## config.mk

```make
export PLATFORM = sky130hd
export DESIGN_NAME = ias_fetch_unit
export DESIGN_NICKNAME = d
export VERILOG_FILES = /design/src/rtl/ias_fetch_unit.sv
export SDC_FILE = /design/constraint.sdc
export NUM_CORES = 1
export LEC_CHECK = 0
export ABC_AREA = 1
export CELL_PAD_IN_SITES_DETAIL_PLACEMENT = 0
export CELL_PAD_IN_SITES_GLOBAL_PLACEMENT = 1
export CORE_MARGIN = 4
export CORE_UTILIZATION = 25
export CTS_CLUSTER_DIAMETER = 50
export DETAILED_ROUTE_END_ITERATION = 10
export DONT_BUFFER_PORTS = 1
export PLACE_DENSITY = 0.47
export SETUP_SLACK_MARGIN = 0.2
export SKIP_CTS_REPAIR_TIMING = 1
export SLEW_MARGIN = 15
export SYNTH_ARGS = -nofsm -noshare
export SYNTH_HDL_FRONTEND = slang
export SYNTH_SLANG_ARGS = --single-unit
```

## constraint.sdc

```tcl
create_clock -name clk -period 1.8 [get_ports clk]
set_input_delay 0.27 -clock clk [delete_from_list [all_inputs] [get_ports clk]]
set_output_delay 0.27 -clock clk [all_outputs]
set_load 0.02 [all_outputs]
```

## src/rtl/ias_fetch_unit.sv

```systemverilog
// IAS instruction-fetch stage: fetches 40-bit words, splits them into left/right
// 20-bit instructions and issues them to execute over a valid/ready handshake.
//
// state | meaning
// FETCH | drive mem_req with PC, latch MAR
// WAIT  | waiting for the memory word of the outstanding request
// ISSUE | presenting an instruction (left, then right from IBR)
// DRAIN | a branch cancelled the outstanding read; swallow its response
module ias_fetch_unit #(
    parameter int ADDR_W = 12,
    parameter int OPC_W  = 8
) (
    input  logic                        clk,
    input  logic                        reset,
    output logic                        mem_req,
    output logic [ADDR_W-1:0]           mem_addr,
    input  logic                        mem_valid,
    input  logic [2*(OPC_W+ADDR_W)-1:0] mem_rdata,
    output logic                        instr_valid,
    input  logic                        instr_ready,
    output logic [OPC_W-1:0]            opcode,
    output logic [ADDR_W-1:0]           address,
    input  logic                        branch_valid,
    input  logic [ADDR_W-1:0]           branch_target,
    input  logic                        branch_right,
    output logic [ADDR_W-1:0]           pc,
    output logic                        ibr_full
);
    localparam int INSTR_W = OPC_W + ADDR_W;
    localparam int WORD_W  = 2 * INSTR_W;

    typedef enum logic [1:0] {FETCH, WAIT, ISSUE, DRAIN} state_t;

    state_t              state_q, state_d;
    logic [ADDR_W-1:0]   pc_q, pc_d;
    logic [ADDR_W-1:0]   mar_q, mar_d;
    logic [INSTR_W-1:0]  ibr_q, ibr_d;
    logic                ibr_full_q, ibr_full_d;
    logic                start_right_q, start_right_d;
    logic [OPC_W-1:0]    opcode_q, opcode_d;
    logic [ADDR_W-1:0]   address_q, address_d;
    logic                instr_valid_q, instr_valid_d;

    logic [INSTR_W-1:0]  left_w;
    logic [INSTR_W-1:0]  right_w;

    assign left_w  = mem_rdata[WORD_W-1:INSTR_W];
    assign right_w = mem_rdata[INSTR_W-1:0];

    always_comb begin
        state_d       = state_q;
        pc_d          = pc_q;
        mar_d         = mar_q;
        ibr_d         = ibr_q;
        ibr_full_d    = ibr_full_q;
        start_right_d = start_right_q;
        opcode_d      = opcode_q;
        address_d     = address_q;
        instr_valid_d = instr_valid_q;

        case (state_q)
            FETCH: begin
                mar_d   = pc_q;
                state_d = WAIT;
            end
            WAIT: begin
                if (mem_valid) begin
                    if (!start_right_q) begin
                        opcode_d   = left_w[INSTR_W-1:ADDR_W];
                        address_d  = left_w[ADDR_W-1:0];
                        ibr_d      = right_w;
                        ibr_full_d = 1'b1;
                    end else begin
                        opcode_d      = right_w[INSTR_W-1:ADDR_W];
                        address_d     = right_w[ADDR_W-1:0];
                        ibr_full_d    = 1'b0;
                        pc_d          = pc_q + ADDR_W'(1);
                        start_right_d = 1'b0;
                    end
                    instr_valid_d = 1'b1;
                    state_d       = ISSUE;
                end
            end
            ISSUE: begin
                if (instr_valid_q && instr_ready) begin
                    if (ibr_full_q) begin
                        opcode_d   = ibr_q[INSTR_W-1:ADDR_W];
                        address_d  = ibr_q[ADDR_W-1:0];
                        ibr_full_d = 1'b0;
                        pc_d       = pc_q + ADDR_W'(1);
                    end else begin
                        instr_valid_d = 1'b0;
                        state_d       = FETCH;
                    end
                end
            end
            DRAIN: begin
                if (mem_valid) state_d = FETCH;
            end
            default: state_d = FETCH;
        endcase

        // A redirect wins over the accept and over a same-cycle memory response.
        if (branch_valid) begin
            pc_d          = branch_target;
            start_right_d = branch_right;
            instr_valid_d = 1'b0;
            ibr_full_d    = 1'b0;
            if (state_q == DRAIN || (state_q == WAIT && !mem_valid))
                state_d = DRAIN;
            else
                state_d = FETCH;
        end
    end

    always_ff @(posedge clk) begin
        if (reset) begin
            state_q       <= FETCH;
            pc_q          <= '0;
            mar_q         <= '0;
            ibr_q         <= '0;
            ibr_full_q    <= 1'b0;
            start_right_q <= 1'b0;
            opcode_q      <= '0;
            address_q     <= '0;
            instr_valid_q <= 1'b0;
        end else begin
            state_q       <= state_d;
            pc_q          <= pc_d;
            mar_q         <= mar_d;
            ibr_q         <= ibr_d;
            ibr_full_q    <= ibr_full_d;
            start_right_q <= start_right_d;
            opcode_q      <= opcode_d;
            address_q     <= address_d;
            instr_valid_q <= instr_valid_d;
        end
    end

    assign mem_req     = (state_q == FETCH);
    assign mem_addr    = mem_req ? pc_q : mar_q;
    assign instr_valid = instr_valid_q;
    assign opcode      = opcode_q;
    assign address     = address_q;
    assign pc          = pc_q;
    assign ibr_full    = ibr_full_q;
endmodule
```

==> impl_metrics.ini, run 1 <==
[placed_design]
hpwl_mm = 7.39
portBuffers = 0
place.gp.congestion = 0.772

[layout]
diodes = 0
fin_nets = 587
drive_gt1_share_pct = 18.9
layout_common_cells = nor2_1 (98), nand2_1 (94), o21ai_0 (67), dfxtp_1 (65), inv_1 (33)
final_util_pct = 32.8
layout.cells.most_common = nor2_1
syn_to_final_growth_pct = 26.8

[clock_tree]
cts_tree = built
clkSlewWorstSetupHoldPaths_ns = 0.06
htree_levels = 3
cts_buffers = 9
clk_latency_ns = 0.33
cts_buffer_depth = 2
cts_sinks = 69
cts-root-buf = clkbuf_16

[sta]
tightest_slew_ns = 0.825
fin_crit_sh_pct = 91.4
max_freq_mhz = 608
fin_skew_ns = 0.00449
drv_slew = 0
hold_violations = 0
finalSetupTns_ns = 0
setup_viol = 0
rsz0062_at_grt = yes
slew-limit-headroom_pct = 44.8
fin_crit_ns = 1.64

[setup_path]
crit_required_ns = 1.53
worst_setup_path_start_kind = register
critPathMaxFanout = 5
critPathArrivalTime_ns = 1.37
worstSetupPathType = reg -> out
reg2reg_depth = 9
end_kind = primary output

[floorplanning]
rows = 41
die_w_microns = 123
die_area_sq_um = 15100
fp.coreArea_sq_um = 12800
die-height_microns = 123
initial_core_util_pct = 25.8
io_pins = 105

[detailed_routing]
routed_wl_mm = 10.8
remaining_drc_errors = 0
dr.pass1.iters = 4
ant_nets = 0
first_iter_violations = 181
vias_per_cell = 4.48
vias = 3156
routedWlPerCell_microns = 15.4

[power_and_ir_drop]
internal-power_mw = 3.01
clock_power_share_pct = 38.4
seqPwrFrac_pct = 40.3
swShare_pct = 32.1
p_sw_mw = 1.42
p_leak_nw = 1.75
pwr_density_cell_nw_per_um2 = 1060
vdd_drop_max_mv = 0.505
pwr-share-comb_pct = 21.3

[global_routing]
grt_pass1_wl_mm = 15.8
antenna_found_initial = 0
overflow = 0
first_global_vias = 2817
grt_max_degree = 34
grt.total_usage_pct = 13.9

[synthesis]
synth.yosys.seq_area_share_pct = 41.8
synth_fp_nets = 572
synth_cell_type_count = 22
ys_warn_count = 0
syn_avg_cell_area_sq_um = 6.44
ys_seq_elements = 69
synthesis.area_sq_um = 3300
synthCells = 513

[run]
max_cap_viol_count = 0

[hold_path]
hold_class = in -> reg
holdPathStages = 2

[status]
status = complete, no violations
## cell type report
cell class	count	area, sq um
well taps	172	215
fillers	1420	8590
flip-flops and latches	69	1390
inverters	54	209
multi-input cells	362	1760
repair buffers	32	322
clock inverters	5	33.8
clock buffers	11	253
## power by group through the flow
stage	logic (mW)	registers, mW	clock network [mW]
4_1_cts	0.732	1.77	1.77
2_1_floorplan	0.524	1.81	0
6_report	0.941	1.79	1.70
3_5_place_dp	0.728	1.80	0
5_1_grt	1.04	1.80	1.84
3_3_place_gp	0.725	1.80	0
## sequential cells by signal, summed over array words and instances, names as in the netlist
register and flops:
address 12, ibr_full 1, ibr_q 20, instr_valid 1, mar_q 12, opcode 8
pc 12, start_right_q 1, state_q 2
## layer usage
metal | track usage [%] | wire (microns) | vias to the layer above
met2 | 19.6 | 4700 | 68
li1 | - | - | 1672
met3 | 5.12 | 680 | 8
met5 | 0 | 0 | -
met1 | 19.3 | 5350 | 1408
met4 | 4.83 | 110 | 0
## cells in the mapped netlist, drive strengths merged
library cell	number	area, sq um
nand3	15	75.1
o21ai	96	480
inv	53	199
nand2	106	408
buf	15	77.6
or2	1	6.26
o31ai	1	7.51
clkbuf	13	48.8
dfxtp	69	1380
nand4	4	25.0
nor2	101	382
clkinv	1	3.75
a21oi	27	135
a31oi	8	50.1
nor3	2	10.0
ha	1	12.5
## critical path: stages (launching register included)
cell and delay (ns):
dfxtp_4 0.36, nor2_4 0.12, buf_12 0.14, inv_2 0.04, or2_4 0.23, o21ai_4 0.07, inv_2 0.09
## logic make-up (layout without fill, tap and decap cells)
logic type | after synthesis | in the layout | share of synthesized area, %
fa+ha+maj | 1 | 1 | 0.379
compound gates | 132 | 132 | 20.4
buf+inv | 82 | 102 | 9.97
flops | 69 | 69 | 41.8
simple gates | 229 | 229 | 27.4
## stage by stage
stage	power (mW)	instances	worst slack, ns	hold WS (ns)	instance area, sq um
2_1_floorplan	2.34	513	0.321	0.414	3300
3_3_place_gp	2.53	680	0.262	0.347	3580
3_5_place_dp	2.53	680	0.227	0.351	3580
4_1_cts	4.27	696	-0.0326	-0.0132	3870
5_1_grt	4.68	705	0.113	0.0840	4190
6_report	4.43	705	0.156	0.0879	4190
## final timing paths
path	endpoint	start	slack [ns]
hold / removal	ibr_q[15]	mem_rdata[15]	0.09
hold reg to reg	ibr_q[5]	ibr_q[5]	0.48
setup reg to reg	pc[3]	state_q[1]	0.31
setup / recovery	mem_addr[1]	state_q[1]	0.16
No activity file was read; power rests on OpenSTA's default activity.
==> run 2: changes to the inputs <==
Settings changed: CAP_MARGIN set to 10, GPL_TIMING_DRIVEN set to 0.
Clock period 1.8 ns to 1.9 ns, I/O delays scaled along.
==> run 2 against run 1 <==
Hold slack improved by 0.018 ns. First-iteration DRC count is 22% lower. Cell count is 0.14% lower. Critical path type unchanged. Worst setup slack better by 0.065 ns. Sequential share of layout area is 2.3 points higher. Flip-flop and latch count unchanged. Largest cell class unchanged. Via count grew 2.7%. Register-to-register slack lost 0.02 ns. Largest power group unchanged. Global-route usage grew 1.3 points.
==> impl_metrics.ini, run 2 (synthesis gave the netlist of run 1 again) <==
[setup_path]
reg2reg_depth = 8
crit_chain = nor2_4 > buf_6 > o21ai_1 > inv_1
critPathMaxFanout = 10
r2r_setup_slack_ns = 0.29
worst_setup_path_start_kind = register
max_stage_delay_ns = 0.35
timing.rr.end = pc[4]
cp_slowest_cell = dfxtp_2
rr_startpoint = instr_valid
end_kind = primary output
cp.depth = 4
worst-path-buf-inv = 2
worstSetupPathType = reg -> out
critPathTopFamily = buffers and inverters
crit_required_ns = 1.62
critPathArrivalTime_ns = 1.39

[global_routing]
grt_util_met2_pct = 23.6
top_usage_layer = met2
grt.total_usage_pct = 15.2
use_met1_pct = 19.6
grt_max_degree = 12
overflow = 0
met3_usage_pct = 5.03
grt_pass1_wl_mm = 17.3
antenna_found_initial = 0
first_global_vias = 3167

[detailed_routing]
dr.pass1.iters = 4
routed_wl_mm = 11.1
remaining_drc_errors = 0
first_iter_violations = 141
routedWlPerCell_microns = 15.8
vias_per_cell = 4.60
vias = 3241
ant_nets = 0

[placed_design]
portBuffers = 0
hpwl_mm = 8.39
place.gp.congestion = 0.798
placed_cell_area_sq_um = 3520

[sta]
hold_violations = 0
setup_viol = 0
fin_crit_sh_pct = 88.4
fin_crit_ns = 1.68
rsz0062_at_grt = yes
max_freq_mhz = 596
slew-limit-headroom_pct = 61.5
drv_slew = 0
fin_skew_ns = 0.00795
tightest_slew_ns = 0.577

[power_and_ir_drop]
vdd_drop_max_mv = 0.342
seqPwrFrac_pct = 42.7
pwr-share-comb_pct = 17.4
pwr_density_cell_nw_per_um2 = 1030
clock_power_share_pct = 39.9
p_sw_mw = 1.29
internal-power_mw = 2.73
p_leak_nw = 1.66
swShare_pct = 32.0

[clock_tree]
htree_levels = 3
cts_buffer_depth = 2
cts_buffers = 9
cts-root-buf = clkbuf_16
clk_latency_ns = 0.33
cts_tree = built
cts_sinks = 69
clkSlewWorstSetupHoldPaths_ns = 0.06

[floorplanning]
rows = 41
initial_core_util_pct = 25.8
die_w_microns = 123
die_area_sq_um = 15100
fp.coreArea_sq_um = 12800
io_pins = 105
die-height_microns = 123

[hold_path]
min_to = ibr_q[8]
holdPathStages = 2
min_from = mem_rdata[8]
hold_class = in -> reg

[layout]
layout.cells.most_common = nand2_1
final_util_pct = 30.6
final_area_sq_um = 3910
drive_gt1_share_pct = 14.1
syn_to_final_growth_pct = 18.4
regMostFlops = ibr_q
largest_reg_flops = 20
fillCellCount = 1458
fin_nets = 586
diodes = 0
layout_common_cells = nand2_1 (102), nor2_1 (96), o21ai_0 (66), dfxtp_1 (64), inv_1 (36)

[run]
max_cap_viol_count = 0

[status]
status = complete, no violations
[run 2: cell count changes in the layout (fill, tap and decap cells not counted), moves of 5 or more]
| cell | previous run | this run |
|---|---|---|
| buf_4 | 24 | 6 |
| o21ai_1 | 15 | 26 |
| buf_2 | 0 | 9 |
| clkbuf_1 | 0 | 8 |
| nand2_1 | 94 | 102 |
| o21ai_4 | 7 | 0 |
| nand2_4 | 7 | 1 |
| clkbuf_2 | 0 | 5 |
[run 2: power groups by stage]
stage          sequential, mW  combinational (mW)  clock (mW)
3_3_place_gp             1.74               0.653           0
3_5_place_dp             1.74               0.655           0
2_1_floorplan            1.72               0.495           0
6_report                 1.72               0.697        1.61
5_1_grt                  1.73               0.802        1.73
4_1_cts                  1.71               0.657        1.67
[run 2: worst reg2reg max path, cell delays in order (launching register included)]
cell and delay [ns]:
dfxtp_1 0.47, nand2_1 0.16, nand2_1 0.10, nor2_1 0.04, nor2_1 0.16, nand2_4 0.14, buf_4 0.22, o21ai_1 0.16
a21oi_1 0.05
[run 2: how the worst max path moves through the flow]
stage	endpoint	start	slack, ns
final	mem_addr[0]	state_q[1]	0.22
after CTS	mem_addr[0]	state_q[0]	-0.65
after global routing	mem_addr[2]	state_q[1]	0.13
after floorplan	mem_addr[0]	state_q[0]	0.28
after detailed placement	mem_addr[0]	state_q[0]	-0.28
after global placement	mem_addr[0]	state_q[0]	-0.31
[run 2: cell type report]
type | instances | area, sq um | area share (%)
multi-input combinational | 362 | 1640 | 42.0
tap | 172 | 215 | 5.50
timing repair buffer | 3 | 22.5 | 0.576
sequential | 69 | 1390 | 35.6
clock inverter | 4 | 22.5 | 0.576
inverter | 54 | 206 | 5.28
buffer | 28 | 153 | 3.90
clock buffer | 12 | 256 | 6.56
[run 2: metal layers]
layer	vias to the layer above	share of wire [%]	routed length (microns)
li1	1677	-	-
met1	1480	45	5030
met2	73	46	5140
met3	11	7.2	807
met4	0	1.4	157
met5	-	0	0
[run 2: metrics by stage]
stage | TNS [ns] | hold WS (ns) | cells | power (mW) | setup WS, ns
floorplan | 0 | 0.429 | 513 | 2.21 | 0.283
global placement | -2.25 | 0.455 | 685 | 2.39 | -0.306
detailed placement | -2.30 | 0.453 | 685 | 2.40 | -0.281
CTS | -6.90 | 0.0934 | 701 | 4.04 | -0.650
global route | 0 | 0.108 | 704 | 4.27 | 0.132
finish | 0 | 0.106 | 704 | 4.02 | 0.221
==> run 3: changes to the inputs <==
Clock period 1.9 ns to 1.8 ns, I/O delays scaled along.
==> run 3 against run 2 <==
Critical endpoint is now mem_addr[1]. Hold slack got worse by 0.031 ns. Via count rose by 2.2%. Flip-flop and latch count did not move. Highest routed layer is now met5. Global-route usage rose by 0.27 points. Clock power rose by 6%. Sequential share of layout area fell by 1.5 points. Worst setup slack got worse by 0.088 ns. Critical path type unchanged.
==> impl_metrics.ini, run 3 (synthesis gave the netlist of run 1 again) <==
[power_and_ir_drop]
clock_power_share_pct = 38.5
vdd_drop_max_mv = 0.368
p_leak_nw = 1.71
swShare_pct = 33.1
finalPower_mw = 4.41
internal-power_mw = 2.95
seqPwrFrac_pct = 41.4
p_sw_mw = 1.46
pwr-share-comb_pct = 20.1
pwr_density_cell_nw_per_um2 = 1070

[clock_tree]
cts_tree = built
htree_levels = 3
cts_buffers = 9
cts_sinks = 69
clkSlewWorstSetupHoldPaths_ns = 0.06
clk_latency_ns = 0.35
cts_buffer_depth = 2
cts-root-buf = clkbuf_16

[setup_path]
startpoint = state_q[0]
reg2reg_depth = 9
worst_setup_path_start_kind = register
end_kind = primary output
crit_required_ns = 1.53
rr_startpoint = state_q[0]
critPathArrivalTime_ns = 1.40
worstSetupPathType = reg -> out
timing.rr.end = pc[8]
critPathMaxFanout = 7
endpoint = mem_addr[1]
r2r_setup_slack_ns = 0.28

[global_routing]
grt_pass1_wl_mm = 17.5
grt.total_usage_pct = 15.5
first_global_vias = 3108
grt_max_degree = 13
antenna_found_initial = 1
overflow = 0

[sta]
hold_violations = 0
setup_viol = 0
fin_crit_sh_pct = 92.6
fin_crit_ns = 1.67
slew-limit-headroom_pct = 56.1
max_freq_mhz = 600
fin_skew_ns = 0.00529
drv_slew = 0
rsz0062_at_grt = yes
tightest_slew_ns = 0.658

[run]
max_cap_viol_count = 0

[detailed_routing]
first_iter_violations = 197
vias = 3312
routedWlPerCell_microns = 16.3
ant_nets = 0
vias_per_cell = 4.66
routed_wl_mm = 11.6
dr.pass1.iters = 4
remaining_drc_errors = 0

[layout]
final_util_pct = 32.3
diodes = 0
fin_nets = 593
drive_gt1_share_pct = 20.0
layout_common_cells = nand2_1 (96), nor2_1 (96), o21ai_0 (67), dfxtp_1 (57), inv_1 (33)
largest_reg_flops = 20
fin_cells = 711
syn_to_final_growth_pct = 24.8
regMostFlops = ibr_q

[floorplanning]
rows = 41
fp.coreArea_sq_um = 12800
die-height_microns = 123
initial_core_util_pct = 25.8
io_pins = 105
die_w_microns = 123
die_area_sq_um = 15100

[status]
status = complete, no violations

[placed_design]
portBuffers = 0
place.gp.congestion = 0.809
hpwl_mm = 8.50
dp_cells = 685

[hold_path]
hold_class = in -> reg
-- run 3: cell count changes in the layout (fill, tap and decap cells not counted), sizes merged --
| cell | before | now |
|---|---|---|
| buf | 18 | 26 |
| clkbuf | 25 | 23 |
| clkinv | 3 | 2 |
| clkinvlp | 2 | 4 |
-- run 3: cell type report --
type / instances / area (sq um)
flip-flops and latches: 69 / 1400
plain buffers: 28 / 170
well taps: 172 / 215
multi-input cells: 362 / 1730
clock buffers: 11 / 243
repair buffers: 10 / 113
clock inverters: 5 / 36.3
inverters: 54 / 211
fillers: 1459 / 8650
-- run 3: power groups by stage --
stage | Clock [mW] | Combinational, mW | Sequential [mW]
after global placement | 0 | 0.694 | 1.84
after global routing | 1.81 | 1.00 | 1.84
final | 1.70 | 0.888 | 1.82
after CTS | 1.76 | 0.701 | 1.81
after floorplan | 0 | 0.524 | 1.81
after detailed placement | 0 | 0.699 | 1.84
-- run 3: worst min-delay path by stage --
stage                        from       endpoint  depth (start not counted)
floorplan            branch_right  start_right_q                          2
global placement     branch_right  start_right_q                          2
detailed placement   branch_right  start_right_q                          2
CTS                 mem_rdata[16]      ibr_q[16]                          2
global route        mem_rdata[12]      ibr_q[12]                          2
finish              mem_rdata[16]      ibr_q[16]                          2
-- run 3: worst max-delay path, stage by stage, from the launching register on --
cell and delay (ns):
dfxtp_4 0.37, nor2_4 0.11, buf_12 0.15, inv_4 0.03, or2_4 0.23, o21ai_4 0.07
inv_2 0.08
-- run 3: layer usage --
| layer | vias to the layer above | GRT usage, % | part of all wire [%] |
|---|---|---|---|
| li1 | 1684 | - | - |
| met1 | 1522 | 21.4 | 48 |
| met2 | 89 | 22.3 | 43 |
| met3 | 15 | 5.31 | 7.0 |
| met4 | 2 | 5.46 | 1.5 |
| met5 | - | 0 | 0.11 |
-- run 3: stage by stage --
step / hold slack, ns / worst slack, ns / TNS (ns) / cell area (sq um)
floorplan: 0.414 / 0.321 / 0 / 3300
global placement: 0.422 / -0.0416 / -0.267 / 3520
detailed placement: 0.428 / -0.0734 / -0.511 / 3520
CTS: 0.0682 / -0.441 / -4.98 / 3800
global route: 0.0774 / 0.0808 / 0 / 4120
finish: 0.0750 / 0.133 / 0 / 4120
